<file path="config.mk">
export PLATFORM = sky130hd
export DESIGN_NAME = tlb_op_ctrl
export DESIGN_NICKNAME = d
export VERILOG_FILES = /design/src/rtl/tlb_op_ctrl.sv
export SDC_FILE = /design/constraint.sdc
export NUM_CORES = 1
export LEC_CHECK = 0
export CAP_MARGIN = 15
export CORE_AREA = 2 2 157 159
export CTS_CLUSTER_SIZE = 30
export DETAILED_ROUTE_END_ITERATION = 10
export DIE_AREA = 0 0 159 161
export DONT_BUFFER_PORTS = 1
export HOLD_SLACK_MARGIN = 0.1
export PLACE_DENSITY = 0.51
export SLEW_MARGIN = 10
export SYNTH_ARGS = -nofsm -noshare
export SYNTH_HDL_FRONTEND = slang
export SYNTH_SLANG_ARGS = --single-unit
</file>
<file path="constraint.sdc">
create_clock -name clk -period 2.5 [get_ports clk]
set_input_delay 0.375 -clock clk [delete_from_list [all_inputs] [get_ports clk]]
set_output_delay 0.375 -clock clk [all_outputs]
set_load 0.1 [all_outputs]
</file>
<file path="src/rtl/tlb_op_ctrl.sv">
// Multi-cycle sequencer for TLBR / TLBWI / TLBP: drives the TLB array and owns the CP0 write port.
// Build option: define TLB_PROBE_EARLY_EXIT_EN to end a TLBP scan on its first hit.
module tlb_op_ctrl #(
    parameter int TLB_ENTRIES = 16,
    localparam int IW = $clog2(TLB_ENTRIES)
) (
    input  logic          clk,
    input  logic          rst_n,
    input  logic          op_valid,
    input  logic [1:0]    op_type,
    output logic          op_ready,
    output logic          op_done,
    input  logic [31:0]   cp0_entryhi,
    input  logic [31:0]   cp0_entrylo0,
    input  logic [31:0]   cp0_entrylo1,
    input  logic [31:0]   cp0_pagemask,
    input  logic [31:0]   cp0_index,
    output logic [IW-1:0] tlb_idx,
    output logic          tlb_ren,
    input  logic [18:0]   tlb_rd_vpn2,
    input  logic [7:0]    tlb_rd_asid,
    input  logic          tlb_rd_g,
    input  logic [11:0]   tlb_rd_mask,
    input  logic [24:0]   tlb_rd_lo0,
    input  logic [24:0]   tlb_rd_lo1,
    output logic          tlb_wen,
    output logic [18:0]   tlb_wr_vpn2,
    output logic [7:0]    tlb_wr_asid,
    output logic          tlb_wr_g,
    output logic [11:0]   tlb_wr_mask,
    output logic [24:0]   tlb_wr_lo0,
    output logic [24:0]   tlb_wr_lo1,
    output logic          cp0_wen,
    output logic [7:0]    cp0_waddr,
    output logic [31:0]   cp0_wdata,
    output logic          probe_miss,
    output logic [3:0]    dbg_state
);

    typedef enum logic [3:0] {
        S_IDLE, S_WRITE, S_READ, S_CAPT, S_WB_HI,
        S_WB_LO0, S_WB_LO1, S_WB_PM, S_SCAN, S_WB_IDX
    } state_t;

    localparam logic [1:0] OP_TLBR  = 2'b00;
    localparam logic [1:0] OP_TLBWI = 2'b01;
    localparam logic [1:0] OP_TLBP  = 2'b10;
    localparam logic [IW:0] TERM_CNT = (IW+1)'(TLB_ENTRIES);

    state_t state, state_nxt;

    logic [1:0]    type_q;
    logic [18:0]   hi_vpn2_q;
    logic [7:0]    hi_asid_q;
    logic [25:0]   lo0_q, lo1_q;
    logic [11:0]   mask_q;
    logic [IW-1:0] idx_q;

    logic [18:0]   rd_vpn2_q;
    logic [7:0]    rd_asid_q;
    logic          rd_g_q;
    logic [11:0]   rd_mask_q;
    logic [24:0]   rd_lo0_q, rd_lo1_q;

    logic [IW:0]   cnt;
    logic [IW:0]   cnt_m1;
    logic          hit_found;
    logic [IW-1:0] hit_idx;

    logic          accept;
    logic [18:0]   mask_ext;
    logic          scan_hit;
    logic          new_hit;

    logic          unused_bits;
    assign unused_bits = ^{cp0_entryhi[12:8], cp0_entrylo0[31:26], cp0_entrylo1[31:26],
                           cp0_pagemask[31:25], cp0_pagemask[12:0], cp0_index[31:IW]};

    assign accept   = (state == S_IDLE) && op_valid;
    assign op_ready = (state == S_IDLE);
    assign dbg_state = state;

    // Read data on the bus belongs to the index issued in the previous SCAN cycle.
    assign mask_ext = {7'b0, tlb_rd_mask};
    assign scan_hit = ((tlb_rd_vpn2 & ~mask_ext) == (hi_vpn2_q & ~mask_ext)) &&
                      (tlb_rd_g || (tlb_rd_asid == hi_asid_q));
    assign new_hit  = (state == S_SCAN) && (cnt != '0) && scan_hit && !hit_found;
    assign cnt_m1   = cnt - 1'b1;

    assign tlb_wr_vpn2 = hi_vpn2_q;
    assign tlb_wr_asid = hi_asid_q;
    assign tlb_wr_mask = mask_q;
    assign tlb_wr_lo0  = lo0_q[25:1];
    assign tlb_wr_lo1  = lo1_q[25:1];
    assign tlb_wr_g    = lo0_q[0] & lo1_q[0];

    always_ff @(posedge clk or negedge rst_n) begin
        if (!rst_n) begin
            state      <= S_IDLE;
            type_q     <= '0;
            hi_vpn2_q  <= '0;
            hi_asid_q  <= '0;
            lo0_q      <= '0;
            lo1_q      <= '0;
            mask_q     <= '0;
            idx_q      <= '0;
            rd_vpn2_q  <= '0;
            rd_asid_q  <= '0;
            rd_g_q     <= 1'b0;
            rd_mask_q  <= '0;
            rd_lo0_q   <= '0;
            rd_lo1_q   <= '0;
            cnt        <= '0;
            hit_found  <= 1'b0;
            hit_idx    <= '0;
            probe_miss <= 1'b0;
        end else begin
            state <= state_nxt;
            if (accept) begin
                type_q    <= op_type;
                hi_vpn2_q <= cp0_entryhi[31:13];
                hi_asid_q <= cp0_entryhi[7:0];
                lo0_q     <= cp0_entrylo0[25:0];
                lo1_q     <= cp0_entrylo1[25:0];
                mask_q    <= cp0_pagemask[24:13];
                idx_q     <= cp0_index[IW-1:0];
                cnt       <= '0;
                hit_found <= 1'b0;
                hit_idx   <= '0;
            end
            if (state == S_CAPT) begin
                rd_vpn2_q <= tlb_rd_vpn2;
                rd_asid_q <= tlb_rd_asid;
                rd_g_q    <= tlb_rd_g;
                rd_mask_q <= tlb_rd_mask;
                rd_lo0_q  <= tlb_rd_lo0;
                rd_lo1_q  <= tlb_rd_lo1;
            end
            if (state == S_SCAN) begin
                cnt <= cnt + 1'b1;
                if (new_hit) begin
                    hit_found <= 1'b1;
                    hit_idx   <= cnt_m1[IW-1:0];
                end
            end
            if ((state == S_WB_IDX) && (type_q == OP_TLBP)) begin
                probe_miss <= !hit_found;
            end
        end
    end

    always_comb begin
        state_nxt = state;
        op_done   = 1'b0;
        tlb_ren   = 1'b0;
        tlb_wen   = 1'b0;
        tlb_idx   = '0;
        cp0_wen   = 1'b0;
        cp0_waddr = '0;
        cp0_wdata = '0;
        case (state)
            S_IDLE: begin
                if (op_valid) begin
                    case (op_type)
                        OP_TLBR:  state_nxt = S_READ;
                        OP_TLBWI: state_nxt = S_WRITE;
                        OP_TLBP:  state_nxt = S_SCAN;
                        default:  state_nxt = S_WB_IDX;
                    endcase
                end
            end
            S_WRITE: begin
                tlb_wen   = 1'b1;
                tlb_idx   = idx_q;
                op_done   = 1'b1;
                state_nxt = S_IDLE;
            end
            S_READ: begin
                tlb_ren   = 1'b1;
                tlb_idx   = idx_q;
                state_nxt = S_CAPT;
            end
            S_CAPT: state_nxt = S_WB_HI;
            S_WB_HI: begin
                cp0_wen   = 1'b1;
                cp0_waddr = {5'd10, 3'd0};
                cp0_wdata = {rd_vpn2_q, 5'b0, rd_asid_q};
                state_nxt = S_WB_LO0;
            end
            S_WB_LO0: begin
                cp0_wen   = 1'b1;
                cp0_waddr = {5'd2, 3'd0};
                cp0_wdata = {6'b0, rd_lo0_q, rd_g_q};
                state_nxt = S_WB_LO1;
            end
            S_WB_LO1: begin
                cp0_wen   = 1'b1;
                cp0_waddr = {5'd3, 3'd0};
                cp0_wdata = {6'b0, rd_lo1_q, rd_g_q};
                state_nxt = S_WB_PM;
            end
            S_WB_PM: begin
                cp0_wen   = 1'b1;
                cp0_waddr = {5'd5, 3'd0};
                cp0_wdata = {7'b0, rd_mask_q, 13'b0};
                op_done   = 1'b1;
                state_nxt = S_IDLE;
            end
            S_SCAN: begin
                tlb_ren = 1'b1;
                tlb_idx = cnt[IW-1:0];
                if (cnt == TERM_CNT) begin
                    state_nxt = S_WB_IDX;
                end
`ifdef TLB_PROBE_EARLY_EXIT_EN
                else if (new_hit) begin
                    state_nxt = S_WB_IDX;
                end
`endif
            end
            S_WB_IDX: begin
                // A reserved op lands here too, but must not touch CP0.
                if (type_q == OP_TLBP) begin
                    cp0_wen   = 1'b1;
                    cp0_waddr = {5'd0, 3'd0};
                    cp0_wdata = {!hit_found, {(31-IW){1'b0}}, hit_idx};
                end
                op_done   = 1'b1;
                state_nxt = S_IDLE;
            end
            default: state_nxt = S_IDLE;
        endcase
    end

endmodule

</file>
==> results.ini, run 1 <==
[critical_path]
r2r_setup_slack_ns = 0.31
crit_arrival_ns = 2.07
endpoint = cp0_wdata[20]
r2r-end = rd_lo0_q[14]
reg2reg_depth = 6
crit_type = reg2out
critPathLaunchType = flop
crit_required_ns = 2.12
critPathLaunch = dbg_state[0]
cp-end-kind = output port
critPathMaxFanout = 14
rr_startpoint = dbg_state[0]

[cts]
root_buffer = clkbuf_16
cts.path.max_buffers = 3
cts.sinks = 202
worstSkewPairLatency_ns = 0.50
numCtsBuffers = 23
cts_tree = done
postCtsHoldBufs = 187
cts_max_level = 1
cts.reportedPaths.clkPinSlew_ns = 0.06

[timing]
tightest_slew_ns = 0.923
post-route-min-period_ns = 2.45
clock_skew_ns = 0.0105
finalHoldViolCount = 202
whs_ns = -0.435
fmax_ghz = 0.408
finalSetupTns_ns = 0
setup_viol = 0
max-slew-margin-rel = 0.384
finalCritPeriodShare = 0.979
rsz0062_at_grt = yes
maxSlewViolCount = 0

[grt]
grt_usage = 0.195
overflow = 0
grt_max_degree = 203
grt_pass1_wl_um = 39700
antenna_found_initial = 0
first_global_vias = 7069

[logic_synthesis]
ys_ff_latch = 202
synthTopCellsByArea = dfrtp_1, mux2_2, buf_4
synthArstFlopShare = 1.00
synth_flop_cell = dfrtp_1
synth_area_um2 = 9350
synth.distinct_cells = 43
synthCells = 700
yosysTopAreaCell = dfrtp_1
ys_warn_count = 0
synth_edf_count = 0
yosys.cell_count.top_type = dfrtp_1
ys_seq_area_frac = 0.541
yosys-top-cells-count = dfrtp_1, mux2_2, buf_4
synth_top_area_share = 0.541
syn_avg_cell_area_um2 = 13.4

[run]
cap_viol_max_count = 0

[drt]
route.final.wire_length_um = 25000
dr.pass1.iters = 6
via_per_inst = 4.98
drt_iter0_markers = 264
avgRoutedWirePerCell_um = 19.7
ant_nets = 0
drc = 0
num_vias = 6304

[outcome]
status = finished, violations left
violations = negative hold slack

[place]
dp.final_hpwl_um = 16700
place_congestion = 0.785
io_buffers = 0

[floorplan]
initial_utilization = 0.390
die_y_um = 161
die_width_um = 159
boundaryPins = 399
core_region_area_um2 = 24000
dieArea_um2 = 25600
rows = 57

[cells_and_area]
fillers = 1922
multi_input_area_um2 = 4060
fin_nets = 1185
syn_to_final_growth_pct = 45.0
drive_above_1_share = 0.433
antenna_cells = 0
seqCellArea_um2 = 5070

[min_path]
min_path_type = in2async

-- critical path: stages (launching register included) --
cell	delay, ns
dfrtp_4	0.47
buf_12	0.20
mux4_2	0.50
and2_2	0.22
buf_12	0.16
-- how the worst min path moves through the flow --
stage                     end  slack (ns)  depth (start not counted)   from
detailed placement  lo1_q[24]        0.08                          0  rst_n
global route        lo1_q[24]       -0.46                          0  rst_n
floorplan              cnt[0]        0.08                          0  rst_n
CTS                 lo1_q[24]       -0.46                          0  rst_n
global placement    lo1_q[19]        0.08                          0  rst_n
finish              lo1_q[24]       -0.43                          0  rst_n
-- repair_timing --
action / 4_1_cts / 5_1_grt
buffers inserted: 1 / 3
gates resized for setup: 19 / 13
hold endpoints to repair: 391 / 202
setup endpoints to repair: 34 / 19
pin swaps: 1 / 4
-- metrics by stage --
stage               worst slack [ns]  cell area [um^2]   util  cells  hold WS [ns]
floorplan                     -0.431              9720      -    703        0.0794
global placement               0.306             10800  0.450   1035        0.0841
detailed placement             0.300             10800  0.450   1035        0.0840
CTS                         0.000247             13500  0.562   1264        -0.458
global route                -0.00972             13600  0.566   1267        -0.464
finish                        0.0516             13600  0.566   1267        -0.435
-- flip-flops by register name (all words and copies together) (netlist names), 5 cells and up --
| name | flops |
|---|---|
| lo0_q | 26 |
| lo1_q | 26 |
| rd_lo0_q | 25 |
| rd_lo1_q | 25 |
| rd_vpn2_q | 19 |
| tlb_wr_vpn2 | 19 |
| rd_mask_q | 12 |
| tlb_wr_mask | 12 |
| rd_asid_q | 8 |
| tlb_wr_asid | 8 |
| cnt | 5 |
-- metal layers --
metal	track usage	part of all wire	up-vias
met5	0	0	-
li1	-	-	2848
met3	0.0606	0.081	34
met1	0.234	0.39	3175
met4	0.0525	0.023	0
met2	0.341	0.51	247
-- final cells by class --
class,count,area share
tap,324,0.0299
clock inverter,5,0.00554
multi-input combinational,406,0.299
sequential,202,0.374
timing repair buffer,290,0.238
clock buffer,36,0.0520
inverter,4,0.00111
-- kinds of logic (layout without fill, tap and decap cells) --
family | count (synthesis) | in the layout | share of synthesized area
flip-flops | 202 | 202 | 0.541
AND/OR/NAND/NOR | 113 | 113 | 0.0650
buffers and inverters | 95 | 335 | 0.0629
multiplexers | 211 | 211 | 0.267
other | 1 | 4 | 0.000401
AO/OA/AOI/OAI | 46 | 46 | 0.0331
XOR/XNOR | 29 | 29 | 0.0272
adder cells (fa/ha/maj) | 3 | 3 | 0.00401
-- placed cells by master, fill, tap and decap left out, types with 3 or more instances in the layout --
cell type	count
a21oi_1	9
a22oi_1	4
a22oi_2	5
and2_4	12
and3_2	5
buf_12	43
buf_4	53
buf_6	6
clkbuf_1	5
clkbuf_16	23
clkbuf_8	8
clkinv_2	3
conb_1	4
dfrtp_1	198
dfrtp_4	4
dlygate4sd3_1	187
ha_1	3
inv_1	4
mux2_2	179
mux2_4	7
mux2i_1	12
mux4_2	12
nand2_1	24
nand2b_1	3
nand3_1	4
nor2_1	17
nor2_4	15
nor2b_1	6
nor4_4	3
o21ai_0	7
o21ai_2	3
o22ai_1	5
xnor2_1	28
Power of run 1 is not shown: default switching activity piles up to over one toggle a cycle in this logic, so the estimate is an artifact.
==> run 2: changes to the inputs <==
--- a/config.mk
+++ b/config.mk
@@ -6,13 +6,13 @@
 export NUM_CORES = 1
 export LEC_CHECK = 0
 export CAP_MARGIN = 15
-export CORE_AREA = 2 2 157 159
+export CORE_AREA = 2 2 154 156
 export CTS_CLUSTER_SIZE = 30
 export DETAILED_ROUTE_END_ITERATION = 10
-export DIE_AREA = 0 0 159 161
+export DIE_AREA = 0 0 156 158
 export DONT_BUFFER_PORTS = 1
 export HOLD_SLACK_MARGIN = 0.1
-export PLACE_DENSITY = 0.51
+export PLACE_DENSITY = 0.53
 export SLEW_MARGIN = 10
 export SYNTH_ARGS = -nofsm -noshare
 export SYNTH_HDL_FRONTEND = slang
==> constraint.sdc (replaced) <==
create_clock -name clk -period 3.05 [get_ports clk]
set_input_delay 0.4575 -clock clk [delete_from_list [all_inputs] [get_ports clk]]
set_output_delay 0.4575 -clock clk [all_outputs]
set_load 0.1 [all_outputs]
==> run 2 against run 1 <==
  * The run still ends with negative hold slack left
  * Sequential cell count unchanged
  * Routed wire length shrank 1.3%
  * Non-clock buffer count fell by 7
  * Critical path depth up 3
  * First-iteration DRC count is 5.7% higher
  * Highest routed layer unchanged
==> results.ini, run 2 (synthesized netlist as in run 1, its figures left out) <==
[floorplan]
boundaryPins = 399  ; unchanged
initial_utilization = 0.406  ; was 0.390
dieArea_um2 = 24600  ; was 25600 um^2
core_region_area_um2 = 23100  ; was 24000 um^2
die_width_um = 156  ; was 159 um
rows = 56  ; was 57
die_y_um = 158  ; was 161 um

[cells_and_area]
fin_cells = 1228  ; was 1267
final_common_cell = dfrtp_1  ; unchanged
largestRegisters = lo0_q (26), lo1_q (26)  ; unchanged
mostFrequentLayoutCells = dfrtp_1, dlygate4sd3_1, mux2_2  ; unchanged
syn_to_final_growth_pct = 41.9  ; was 45.0%
drive_above_1_share = 0.391  ; was 0.433
fin_nets = 1179  ; was 1185
antenna_cells = 0  ; unchanged

[critical_path]
path_cells = inv_1 > nor2_1 > buf_4 > and4b_1 > nand2_1 > o21ai_2 > buf_12  ; was buf_12 > mux4_2 > and2_2 > buf_12
cp-end-kind = output port  ; unchanged
crit_required_ns = 2.59  ; was 2.12 ns
cp_slowest_cell = dfrtp_4  ; was mux4_2
critPathLaunchType = flop  ; unchanged
crit_arrival_ns = 2.36  ; was 2.07 ns
critical_path.top_delay_family = simple AND/OR/NAND/NOR gates  ; was multiplexers
path_buf_inv = 3  ; was 2
crit_type = reg2out  ; unchanged
crit_path_max_incr_delay_ns = 0.54  ; was 0.50 ns
critPathMaxFanout = 15  ; was 14

[drt]
ant_nets = 0  ; unchanged
drt_iter0_markers = 279  ; was 264
drc = 0  ; unchanged
dr.pass1.iters = 4  ; was 6
num_vias = 6224  ; was 6304
avgRoutedWirePerCell_um = 20.1  ; was 19.7 um
route.final.wire_length_um = 24700  ; was 25000 um
via_per_inst = 5.07  ; was 4.98

[timing]
finalCritPeriodShare = 0.924
maxSlewViolCount = 0  ; unchanged
max-slew-margin-rel = 0.340  ; was 0.384
post-route-min-period_ns = 2.82
setup_viol = 0  ; unchanged
fin_ws_ns = 0.230  ; was 0.0516 ns
tightest_slew_ns = 0.996  ; was 0.923 ns
whs_ns = -0.357  ; was -0.435 ns
fmax_ghz = 0.355
rsz0062_at_grt = no  ; was yes
clock_skew_ns = 0.0197  ; was 0.0105 ns
finalHoldViolCount = 202  ; unchanged

[grt]
grt_usage = 0.197  ; was 0.195
first_global_vias = 6888  ; was 7069
antenna_found_initial = 0  ; unchanged
grt_pass1_wl_um = 37600  ; was 39700 um
overflow = 0  ; unchanged
grt_max_degree = 203  ; unchanged

[cts]
cts.sinks = 202  ; unchanged
postCtsHoldBufs = 187  ; unchanged
cts.reportedPaths.clkPinSlew_ns = 0.06  ; about the same
worstSkewPairLatency_ns = 0.52  ; was 0.50 ns
root_buffer = clkbuf_16  ; unchanged
numCtsBuffers = 24  ; was 23
cts_max_level = 1  ; unchanged
cts.path.max_buffers = 3  ; unchanged
cts_tree = done  ; unchanged

[place]
io_buffers = 0  ; unchanged
dp.cells = 992  ; was 1035
place_congestion = 0.806  ; was 0.785
dp.final_hpwl_um = 16700  ; about the same
pre_cts_slack_ns = 0.603  ; was 0.300 ns

[run]
cap_viol_max_count = 0  ; unchanged

[min_path]
min_path_type = in2async  ; unchanged

[outcome]
status = finished, violations left  ; unchanged
violations = negative hold slack  ; unchanged

[run 2: timing repair]
| item | 4_1_cts | 5_1_grt |
|---|---|---|
| setup buffers | 0 | 6 |
| resized for setup | 0 | 0 |
| setup endpoints to repair | 0 | 3 |
| endpoints found under the hold margin | 390 | 202 |
[run 2: cell type report]
cell class                      instances  area (um^2)
Fill cell                            1780         9790
Tap cell                              290          363
Sequential cell                       202         5060
Inverter                                4         15.0
Clock inverter                         11          146
Multi-Input combinational cell        406         3880
Clock buffer                           32          681
Timing Repair Buffer                  283         3110
[run 2: worst paths after layout]
path | start | end | slack, ns | depth (start not counted)
worst max register to register | dbg_state[1] | rd_lo1_q[3] | 0.62 | 5
worst min register to register | rd_vpn2_q[15] | rd_vpn2_q[15] | 0.50 | 1
worst min-delay path | rst_n | lo1_q[24] | -0.36 | 0
max in group asynchronous | rst_n | dbg_state[0] | 2.80 | 0
worst max-delay path | dbg_state[0] | cp0_wdata[1] | 0.23 | 7
min in group clk | op_type[0] | dbg_state[0] | 0.17 | 2
[run 2: per-stage QoR]
| stage | utilization | setup TNS (ns) | instance area, um^2 |
|---|---|---|---|
| floorplan | - | -1.19 | 9540 |
| global placement | 0.456 | 0 | 10500 |
| detailed placement | 0.456 | 0 | 10500 |
| CTS | 0.573 | 0 | 13200 |
| global route | 0.575 | 0 | 13300 |
| finish | 0.575 | 0 | 13300 |
[run 2: routing by layer]
layer | wire (um) | up-vias | GRT usage | part of all wire
met2 | 12600 | 266 | 0.349 | 0.51
li1 | - | 2832 | - | -
met1 | 9640 | 3083 | 0.235 | 0.39
met5 | 0 | - | 0 | 0
met4 | 728 | 0 | 0.0616 | 0.029
met3 | 1760 | 43 | 0.0534 | 0.071
Power of run 2 is left out for the same reason.
